===== src/rtl/mips_cpu_bus_ctrl.sv =====
// mips_cpu_bus_ctrl: fixed-priority Avalon-MM master shared by the MIPS fetch and data channels.
// Defining BUS_TIMEOUT_EN adds a waitrequest watchdog that aborts into a sticky ERR state.
module mips_cpu_bus_ctrl #(
    parameter int ADDR_W         = 32,
    parameter int TIMEOUT_CYCLES = 256
) (
    input  logic              clk,
    input  logic              reset,
    input  logic              if_req,
    input  logic [ADDR_W-1:0] if_addr,
    output logic              if_ack,
    output logic [31:0]       if_rdata,
    output logic              if_err,
    input  logic              dm_req,
    input  logic              dm_we,
    input  logic [1:0]        dm_size,
    input  logic              dm_signed,
    input  logic [ADDR_W-1:0] dm_addr,
    input  logic [31:0]       dm_wdata,
    output logic              dm_ack,
    output logic [31:0]       dm_rdata,
    output logic              dm_err,
    output logic              busy,
    output logic              bus_err,
    output logic [ADDR_W-1:0] address,
    output logic              read,
    output logic              write,
    input  logic              waitrequest,
    output logic [31:0]       writedata,
    output logic [3:0]        byteenable,
    input  logic [31:0]       readdata
);
    typedef enum logic [2:0] {S_IDLE, S_FETCH, S_DATA, S_ACK, S_ERR} state_t;

    state_t            state_q, state_d;
    logic              is_data_q, we_q, sgn_q, err_q, to_err_q;
    logic [1:0]        size_q;
    logic [ADDR_W-1:0] addr_q;
    logic [3:0]        be_q;
    logic [31:0]       wdata_q, rdata_q;

    logic              accept, misalign, timeout, on_bus;
    logic [ADDR_W-1:0] req_addr;
    logic [1:0]        req_size;
    logic [3:0]        req_be;
    logic [31:0]       req_wdata, lane, rd_ext;

    assign on_bus = (state_q == S_FETCH) || (state_q == S_DATA);

    // Data channel has priority; a fetch always behaves as an aligned word access.
    always_comb begin
        accept    = dm_req | if_req;
        req_addr  = dm_req ? dm_addr : if_addr;
        req_size  = dm_req ? dm_size : 2'b10;
        misalign  = 1'b0;
        req_be    = 4'b1111;
        req_wdata = dm_wdata;
        case (req_size)
            2'b00: begin
                req_be    = 4'b0001 << req_addr[1:0];
                req_wdata = {4{dm_wdata[7:0]}};
            end
            2'b01: begin
                misalign  = req_addr[0];
                req_be    = req_addr[1] ? 4'b1100 : 4'b0011;
                req_wdata = {2{dm_wdata[15:0]}};
            end
            default: misalign = |req_addr[1:0];
        endcase
    end

    always_comb begin
        lane = readdata >> {addr_q[1:0], 3'b000};
        case (size_q)
            2'b00:   rd_ext = {{24{sgn_q & lane[7]}}, lane[7:0]};
            2'b01:   rd_ext = {{16{sgn_q & lane[15]}}, lane[15:0]};
            default: rd_ext = readdata;
        endcase
    end

`ifdef BUS_TIMEOUT_EN
    localparam int CNT_W = $clog2(TIMEOUT_CYCLES + 1);
    logic [CNT_W-1:0] wait_cnt_q;
    logic             bus_err_q;

    assign timeout = on_bus && waitrequest && (wait_cnt_q == CNT_W'(TIMEOUT_CYCLES - 1));
    assign bus_err = bus_err_q;

    always_ff @(posedge clk or negedge reset) begin
        if (!reset) begin
            wait_cnt_q <= '0;
            bus_err_q  <= 1'b0;
        end else begin
            if (on_bus && waitrequest && !timeout)
                wait_cnt_q <= wait_cnt_q + CNT_W'(1);
            else
                wait_cnt_q <= '0;
            if (timeout)
                bus_err_q <= 1'b1;
        end
    end
`else
    assign timeout = 1'b0;
    assign bus_err = 1'b0;
`endif

    always_ff @(posedge clk or negedge reset) begin
        if (!reset) state_q <= S_IDLE;
        else        state_q <= state_d;
    end

    always_comb begin
        state_d = state_q;
        case (state_q)
            S_IDLE: begin
                if (accept) begin
                    if (misalign)    state_d = S_ACK;
                    else if (dm_req) state_d = S_DATA;
                    else             state_d = S_FETCH;
                end
            end
            S_FETCH, S_DATA: begin
                if (timeout || !waitrequest) state_d = S_ACK;
            end
            S_ACK:   state_d = to_err_q ? S_ERR : S_IDLE;
            S_ERR:   state_d = S_ERR;
            default: state_d = S_IDLE;
        endcase
    end

    always_comb begin
        read   = 1'b0;
        write  = 1'b0;
        if_ack = 1'b0;
        dm_ack = 1'b0;
        busy   = (state_q != S_IDLE);
        case (state_q)
            S_FETCH: read = 1'b1;
            S_DATA: begin
                read  = !we_q;
                write = we_q;
            end
            S_ACK: begin
                if_ack = !is_data_q;
                dm_ack = is_data_q;
            end
            default: ;
        endcase
        if_rdata   = if_ack ? rdata_q : 32'h0;
        if_err     = if_ack & err_q;
        dm_rdata   = dm_ack ? rdata_q : 32'h0;
        dm_err     = dm_ack & err_q;
        address    = {addr_q[ADDR_W-1:2], 2'b00};
        byteenable = be_q;
        writedata  = wdata_q;
    end

    always_ff @(posedge clk or negedge reset) begin
        if (!reset) begin
            is_data_q <= 1'b0;
            we_q      <= 1'b0;
            sgn_q     <= 1'b0;
            err_q     <= 1'b0;
            to_err_q  <= 1'b0;
            size_q    <= 2'b00;
            addr_q    <= '0;
            be_q      <= 4'b0000;
            wdata_q   <= 32'h0;
            rdata_q   <= 32'h0;
        end else if (state_q == S_IDLE && accept) begin
            is_data_q <= dm_req;
            we_q      <= dm_req & dm_we;
            sgn_q     <= dm_req & dm_signed;
            size_q    <= req_size;
            addr_q    <= req_addr;
            be_q      <= req_be;
            wdata_q   <= (dm_req && dm_we) ? req_wdata : 32'h0;
            err_q     <= misalign;
            to_err_q  <= 1'b0;
            rdata_q   <= 32'h0;
        end else if (on_bus) begin
            if (timeout) begin
                err_q    <= 1'b1;
                to_err_q <= 1'b1;
                rdata_q  <= 32'h0;
            end else if (!waitrequest) begin
                rdata_q <= we_q ? 32'h0 : rd_ext;
            end
        end
    end
endmodule


===== config.mk =====
export PLATFORM = sky130hd
export DESIGN_NAME = mips_cpu_bus_ctrl
export DESIGN_NICKNAME = d
export VERILOG_FILES = /design/src/rtl/mips_cpu_bus_ctrl.sv
export SDC_FILE = /design/constraint.sdc
export NUM_CORES = 1
export LEC_CHECK = 0
export ABC_CLOCK_PERIOD_IN_PS = 2820
export CORE_AREA = 2 2 122 124
export CTS_CLUSTER_DIAMETER = 100
export CTS_CLUSTER_SIZE = 12
export DETAILED_ROUTE_END_ITERATION = 10
export DIE_AREA = 0 0 124 126
export GPL_TIMING_DRIVEN = 0
export PLACE_DENSITY = 0.89
export SETUP_SLACK_MARGIN = 0.1
export SYNTH_ARGS = -nofsm -noshare
export SYNTH_HDL_FRONTEND = slang
export SYNTH_SLANG_ARGS = --single-unit

===== constraint.sdc =====
create_clock -name clk -period 2.82 [get_ports clk]
set_clock_uncertainty 0.2 [all_clocks]
set_input_delay 0.564 -clock clk [delete_from_list [all_inputs] [get_ports clk]]
set_output_delay 0.564 -clock clk [all_outputs]
set_load 0.02 [all_outputs]

# After elaboration in Yosys (flattened, before gate mapping)
# Cells that the tools add are included.
[totals] out_inout_bits=140 regBits=109 input_bits=137
[op_classes] n_reduce_logical=14 muxes=23 n_eq_ne=9 shift=2 bitwise_logic=7
[ops] op="$mux W32" count=8
[ops] op="$pmux W32 S2" count=2
[ops] op="$shr A32 B5 Y16" count=1
[ops] op="$pmux W3 S3" count=1
[ops] op="$pmux W4 S2" count=1
[ops] op="$and A1 B1 Y1" count=6
[ops] op="$eq A3 B2 Y1 const B" count=2
[ops] op="$mux W2" count=3
[ops] op="$mux W3" count=2
[ops] op="$eq A2 B1 Y1 const B" count=2
[ops] op="$logic_not A2 Y1" count=2
[ops] op="$mux W4" count=1
[ops] op="$ne A2 B2 Y1 const B" count=2
[ops] op="$pmux W1 S2" count=2
[ops] op="$reduce_and A2 Y1" count=2
[ops] op="$reduce_or A2 Y1" count=2
[ops] op="$shl A1 B2 Y4 const A" count=1
[ops] op="$eq A3 B1 Y1 const B" count=1
[ops] op="$eq A3 B3 Y1 const B" count=1
[ops] op="$logic_not A3 Y1" count=1
[ops] op="$mux W1" count=3
[ops] op="$reduce_bool A3 Y1" count=1
[ops] op="$logic_and A1 B1 Y1" count=2
[ops] op="$logic_not A1 Y1" count=2
[ops] op="other kinds (4)" count=4

# Logic depth before layout (Yosys ltp)
# Gate-level depths: netlist of run 1.
[depth] depth_word=7 ltp_mapped=7 mapped_depth_nobuf=5

# Least setup slack after synthesis of run 1
# Ideal clock, no wire load.
[synth_timing] kind="register to output" start="register state_q[1]" end="output port dm_rdata[22]" setup_slack_ns=0.443 arrival_time_ns=1.613 path_stages_with_launch=7 cell_sequence="dfrtp_1 buf_2 nor2b_1 and3_1 clkbuf_1 clkbuf_1 and2_1"
[synth_via] elab_chain_len=3
[synth_lines] element="from (decl)" line_no="35" source="state_t state_q, state_d;"
[synth_lines] element="from (signal assigned)" line_no="109" source="else state_q <= state_d;"
[synth_lines] element="$eq A3 B2 Y1"
[synth_lines] element="$mux W1" line_no="137" source="case (state_q)"
[synth_lines] element="via dm_ack" line_no="20" source="output logic dm_ack,"
[synth_lines] element="$mux W32" line_no="151" source="dm_rdata = dm_ack ? rdata_q : 32'h0;"
[synth_lines] element="to (decl)" line_no="21" source="output logic [31:0] dm_rdata,"
# The timed path passes the listed nets, and every way through them passes these cells.

# Worst setup path in the final report of run 1
[layout_timing] start="register state_q[1]" end="output port busy"
[layout_via] elab_chain_len=1
[layout_lines] element="$reduce_bool A3 Y1" line_no="136" source="busy = (state_q != S_IDLE);"
[layout_lines] element="to (decl)" line_no="23" source="output logic busy,"
# Every way passes these cells.

==> results.cfg, run 1 <==
[run_status]
status = complete, no violations

[cts]
worst_setup_hold_path_clk_slew_ns = 0.08
worst_skew_pair.late_latency_ns = 0.36
cts-hold-fix-buffers = 0
htreeDepth = 3
clock_net_sink_count = 109
cts-root-to-sink-buffers = 2
cts_made_buffers = 9
tritoncts = done
clock_tree.root_cell = sky130_fd_sc_hd__clkbuf_16

[setup_path]
critical_path.reg2reg.startpoint = state_q[1]$_DFFE_PN0P_
worst-path-max-fanout = 10
regToRegEndpoint = writedata[28]$_DFFE_PN0P_
worst-setup-path-type = register to output pin
r2r_slack_ns = 0.44
cp-end-kind = output pin
r2r_cells = 7
timing.critical_path.required_ns = 2.06
start_kind = register
cp.arrival_ns = 1.92

[route]
first_iter_violations = 363
postRouteWirelength_um = 20310
wl_met1_um = 7440
detailed_route_wire_length_per_cell_um = 18.55
detailroute.via_count = 5858
vias_per_cell = 5.350
ant_nets = 0
maxUsedRoutingLayer = met4
wl_met2_um = 9858
drt_drc_violations_left = 0
drt-pass1-iter-count = 5
route.met3.wl_um = 2112

[timing]
timing_max_transition_violations_final = 0
hold_ws_ns = 0.01227
finalSetupViolations = 0
worst_slew_margin_rel = 0.5005
timing.final.crit_period_ns = 2.684
worst_pin_slew_ns = 0.7492
timing.setup.tns_ns = 0
fmax_mhz = 372.6
finalHoldViolCount = 0
layout_worst_path_cycle_share = 0.9517
rsz_0062_raised_after_global_routing = true

[synthesis]
synth_sequential_area_ratio = 0.4604
postSynthCellCount = 618
avg_cell_area_syn_um2 = 9.586
ys_ff_latch = 109
post-synth-top-area-fraction = 0.4604
cell_area_after_synthesis_mm2 = 0.005924
cell_taking_the_most_area_after_synthesis = sky130_fd_sc_hd__dfrtp_1
post_synth_main_area_contributors = sky130_fd_sc_hd__dfrtp_1 (46%), sky130_fd_sc_hd__mux2i_1 (8.1%), sky130_fd_sc_hd__and2_1 (7.0%)
yosysUniqueCellTypes = 51
yosys_warnings = 0

[grt]
grt_start_max_net_pins = 67
grt_pass1_vias = 5868
grtUsageTotal = 0.2647
number_of_antenna_violations_at_the_first_check_in_global_routing = 0
grt_overflow = 0
wire_length_of_the_first_global_routing_pass_um = 31380

[die]
fp.dieH_um = 126
core.rowCount = 44
die_footprint_mm2 = 0.01562
die_x_um = 124
core_region_area_mm2 = 0.01431
start_util = 0.4139
ios = 277

[placement]
io_buffer_count = 272
finalWeightedCongestion = 0.9651
dp_hpwl_um = 15690
placed_cell_count = 1077

[finish]
antenna_cells = 0
mostFrequentLayoutCell = sky130_fd_sc_hd__clkdlybuf4s50_1
final-instance-count-excl-fill = 1095
final_net_count = 1043
layout-drive-gt1-share = 0.1767
area_growth_syn_to_fin_pct = 52.86
most-common-layout-cells = sky130_fd_sc_hd__clkdlybuf4s50_1 (202), sky130_fd_sc_hd__dfrtp_1 (108), sky130_fd_sc_hd__nand2_1 (80), sky130_fd_sc_hd__o21ai_0 (76), sky130_fd_sc_hd__and2_1 (66)

[power_and_ir_drop]
max-vdd-ir-drop_mv = 0.6024
power_leakage_nw = 4.279
power_density_relative_to_cell_area_mw_per_mm2 = 958.7

[run]
cap_violations = 0

[hold_path]
hp-class = primary input to asynchronous set/reset pin
sequential cells by signal (all words and copies together) (netlist names):
register,count
we_q,1
rdata_q,32
sgn_q,1
err_q,1
state_q,3
writedata,32
addr_q,32
is_data_q,1
byteenable,4
size_q,2
report_power, final:
group | total [mW] | internal (mW) | switching [mW] | leakage [nW]
registers | 2.67 | 2.22 | 0.448 | 1.39
logic | 4.60 | 2.15 | 2.45 | 2.73
clock network | 1.41 | 0.812 | 0.598 | 0.158
worst max-delay path: stages (launching register included):
cell and delay (ns):
sky130_fd_sc_hd__dfrtp_1 0.38, sky130_fd_sc_hd__buf_6 0.14, sky130_fd_sc_hd__nor3_4 0.32, sky130_fd_sc_hd__inv_1 0.14
sky130_fd_sc_hd__clkdlybuf4s50_1 0.59
cell type report:
class	instances	area [um2]
clock buffer	12	246.5
inverter	3	11.26
sequential	109	2729
fill	1189	5258
multi-input combinational	428	2770
tap	184	230.2
clock inverter	4	77.57
timing repair buffer	275	2486
buffer	80	505.5
timing repair:
item,CTS,global route
resized for setup,228,52
buffers inserted,2,0
endpoints found under the setup margin,75,67
cloned,0,0
pin swaps,1,1
metal layers:
metal / global-route usage / up-vias
met4: 0.1375 / 0
met5: 0 / -
met2: 0.4483 / 344
met1: 0.3049 / 2750
li1: - / 2709
met3: 0.06884 / 55
worst max path at each step:
stage,slack [ns],cells past startpoint,start,endpoint
after global routing,0.06,4,state_q[1]$_DFFE_PN0P_,busy
after detailed placement,-0.46,6,state_q[0]$_DFFE_PN0P_,if_rdata[23]
after global placement,-3.18,1,reset,writedata[17]$_DFFE_PN0P_
after floorplan,0.44,6,state_q[1]$_DFFE_PN0P_,dm_rdata[22]
final,0.14,4,state_q[1]$_DFFE_PN0P_,busy
after CTS,-0.02,4,state_q[1]$_DFFE_PN0P_,busy
through the flow:
stage	cell area, um2	total power, mW	util	setup WS (ns)
after global placement	8885	7.157	0.6207	-3.183
after detailed placement	8910	7.281	0.6225	-0.4607
after floorplan	5932	5.206	-	0.4425
after global routing	9056	9.205	0.6327	0.06336
after CTS	9226	8.723	0.6446	-0.02066
final	9056	8.682	0.6327	0.1361
logic make-up (layout without fill, tap and decap cells):
group           Yosys count  in the layout  share of synthesized area
compound gates          161            161                     0.1842
xor+xnor                  1              1                   0.001479
buf+inv                  83            374                    0.07772
flops                   109            109                     0.4604
mux                      58             58                     0.1020
other cells               1              3                  0.0006330
simple gates            205            205                     0.1736
cell usage after synthesis (all sizes together):
cell / number
o22a: 2
inv: 3
nor3: 5
mux4: 1
o31ai: 6
and2: 66
nor4: 1
o22ai: 8
nor2b: 4
a211o: 1
a221o: 16
o21ai: 78
a32oi: 1
nand2b: 2
dfrtp: 109
nand3: 1
a32o: 3
buf: 46
or4: 1
o221a: 1
nor3b: 2
mux2: 9
o2111ai: 1
mux2i: 48
a21oi: 6
or2: 2
a22o: 15
a211oi: 2
o21bai: 2
xnor2: 1
clkbuf: 34
and3b: 1
o221ai: 1
and3: 2
o211a: 7
a22oi: 7
conb: 1
nand2: 80
or3b: 2
a31oi: 4
or3: 2
nor2: 34
Note: power is estimated with default switching activity, not from simulation.
==> run 2, diff against run 1 <==
--- a/config.mk
+++ b/config.mk
@@ -14,6 +14,7 @@
 export GPL_TIMING_DRIVEN = 0
 export PLACE_DENSITY = 0.89
 export SETUP_SLACK_MARGIN = 0.1
+export SKIP_LAST_GASP = 1
 export SYNTH_ARGS = -nofsm -noshare
 export SYNTH_HDL_FRONTEND = slang
 export SYNTH_SLANG_ARGS = --single-unit
==> run 2 against run 1 <==
Against the previous run:
- hold slack better by 0.0044 ns
- sequential power hardly changed
- critical endpoint is now write
- clock power hardly changed
- core utilization is 0.061 points higher
- critical path depth is 1 lower
- cell count stayed put
- via count hardly changed
==> results.cfg, run 2 (synthesis results as in run 1) <==
[timing]
timing_max_transition_violations_final = 0
rsz_0062_raised_after_global_routing = true
worst_slew_margin_rel = 0.5005
finalHoldViolCount = 0
timing.final.crit_period_ns = 2.627
fmax_mhz = 380.6
layout_worst_path_cycle_share = 0.9317
timing.setup.tns_ns = 0
worst_pin_slew_ns = 0.7493
finalSetupViolations = 0

[route]
first_iter_violations = 376
vias_per_cell = 5.353
postRouteWirelength_um = 20340
drt-pass1-iter-count = 5
drt_drc_violations_left = 0
detailed_route_wire_length_per_cell_um = 18.57
ant_nets = 0
detailroute.via_count = 5861

[run]
cap_violations = 0

[grt]
grtUsageTotal = 0.2649
grt_overflow = 0
number_of_antenna_violations_at_the_first_check_in_global_routing = 0
grt_pass1_vias = 5874
grt_start_max_net_pins = 67
wire_length_of_the_first_global_routing_pass_um = 31390

[power_and_ir_drop]
power_leakage_nw = 4.283
max-vdd-ir-drop_mv = 0.6024
power_density_relative_to_cell_area_mw_per_mm2 = 957.6

[cts]
clock_net_sink_count = 109
worst_setup_hold_path_clk_slew_ns = 0.08
tritoncts = done
clock_tree.root_cell = sky130_fd_sc_hd__clkbuf_16
htreeDepth = 3
cts_made_buffers = 9
cts-root-to-sink-buffers = 2
worst_skew_pair.late_latency_ns = 0.35

[die]
die_x_um = 124
start_util = 0.4139
die_footprint_mm2 = 0.01562
ios = 277
core.rowCount = 44
core_region_area_mm2 = 0.01431
fp.dieH_um = 126

[setup_path]
worst_path_largest_cell_delay_ns = 0.65
worst-setup-path-type = register to output pin
start_kind = register
worst-path-max-fanout = 10
cp-end-kind = output pin
critical_path.reg2reg.startpoint = state_q[2]$_DFFE_PN0P_
critPathLaunch = state_q[0]$_DFFE_PN0P_
critical_path.cell_chain = clkbuf_4, and3b_1, clkdlybuf4s50_1
timing.critical_path.required_ns = 2.06
cp_slowest_cell = sky130_fd_sc_hd__clkdlybuf4s50_1
cp.arrival_ns = 1.86

[run_status]
status = complete, no violations

[finish]
footprint_of_the_multi_input_gates_mm2 = 0.002774
antenna_cells = 0
final_net_count = 1043
area_growth_syn_to_fin_pct = 53.01
final-instance-count-excl-fill = 1095
most-common-layout-cells = sky130_fd_sc_hd__clkdlybuf4s50_1 (201), sky130_fd_sc_hd__dfrtp_1 (108), sky130_fd_sc_hd__nand2_1 (80), sky130_fd_sc_hd__o21ai_0 (76), sky130_fd_sc_hd__and2_1 (66)
layout.cell_area.non_filler_mm2 = 0.009065
nFillCells = 1186
layout-drive-gt1-share = 0.1778
mostFrequentLayoutCell = sky130_fd_sc_hd__clkdlybuf4s50_1
seq_area_mm2 = 0.002729

[placement]
placed_cell_count = 1077
io_buffer_count = 272
placed_area_mm2 = 0.008910
dp_hpwl_um = 15690
finalWeightedCongestion = 0.9651

[hold_path]
hp-class = primary input to asynchronous set/reset pin
==> run 2: changes by cell type in the layout (fill, tap and decap cells not counted), sizes merged <==
| cell | previous run | this run |
|---|---|---|
| clkdlybuf4s50 | 202 | 201 |
| clkbuf | 50 | 51 |
| buf | 103 | 102 |
| dlymetal6s2s | 0 | 1 |
==> run 2: where the power goes <==
part / internal, mW / switching [mW]
registers: 2.22 / 0.451
clock network: 0.811 / 0.594
logic: 2.15 / 2.45
==> run 2: per-layer routing <==
metal	share of wire	routed length, um	GRT usage
met5	0	0	0
met4	0.043	875	0.1368
met3	0.10	2128	0.06839
met2	0.48	9858	0.4496
met1	0.37	7477	0.3049
==> run 2: worst max-delay path: cells and delay by family, from the launching register on <==
family / cells / cell delay [ns]
simple gates: 1 / 0.22
flops: 1 / 0.44
buf+inv: 2 / 0.84
==> run 2: timing repair <==
action | in CTS | in global routing
hold buffers | 0 | 0
gates resized for setup | 220 | 62
pin swaps | 1 | 2
buffers inserted | 2 | 0
endpoints found under the setup margin | 75 | 67
==> run 2: layout make-up <==
type,count,area share
timing repair buffer,275,0.2748
inverter,3,0.001242
multi-input combinational,428,0.3060
clock inverter,4,0.008558
clock buffer,12,0.02719
buffer,80,0.05576
tap,184,0.02540
sequential,109,0.3010
==> run 2: per-stage QoR <==
stage / setup WS, ns / power [mW] / util / hold slack, ns
2_1_floorplan: 0.4425 / 5.206 / - / 0.06841
3_3_place_gp: -3.183 / 7.157 / 0.6207 / 0.2611
3_5_place_dp: -0.4607 / 7.281 / 0.6225 / 0.2693
4_1_cts: -0.02066 / 8.728 / 0.6470 / 0.02745
5_1_grt: 0.09370 / 9.204 / 0.6333 / 0.06247
6_report: 0.1927 / 8.681 / 0.6333 / 0.01669
==> run 2: path summary, 6_finish.rpt <==
| check | cells after the start | slack, ns | end |
|---|---|---|---|
| min in group clk | 2 | 0.28 | writedata[30]$_DFFE_PN0P_ |
| setup / recovery | 3 | 0.19 | write |
| setup reg to reg | 7 | 0.54 | writedata[28]$_DFFE_PN0P_ |
| hold / removal | 1 | 0.02 | rdata_q[29]$_DFFE_PN0P_ |
| max in group asynchronous | 2 | 1.66 | state_q[0]$_DFFE_PN0P_ |
| hold reg to reg | 2 | 0.28 | writedata[30]$_DFFE_PN0P_ |
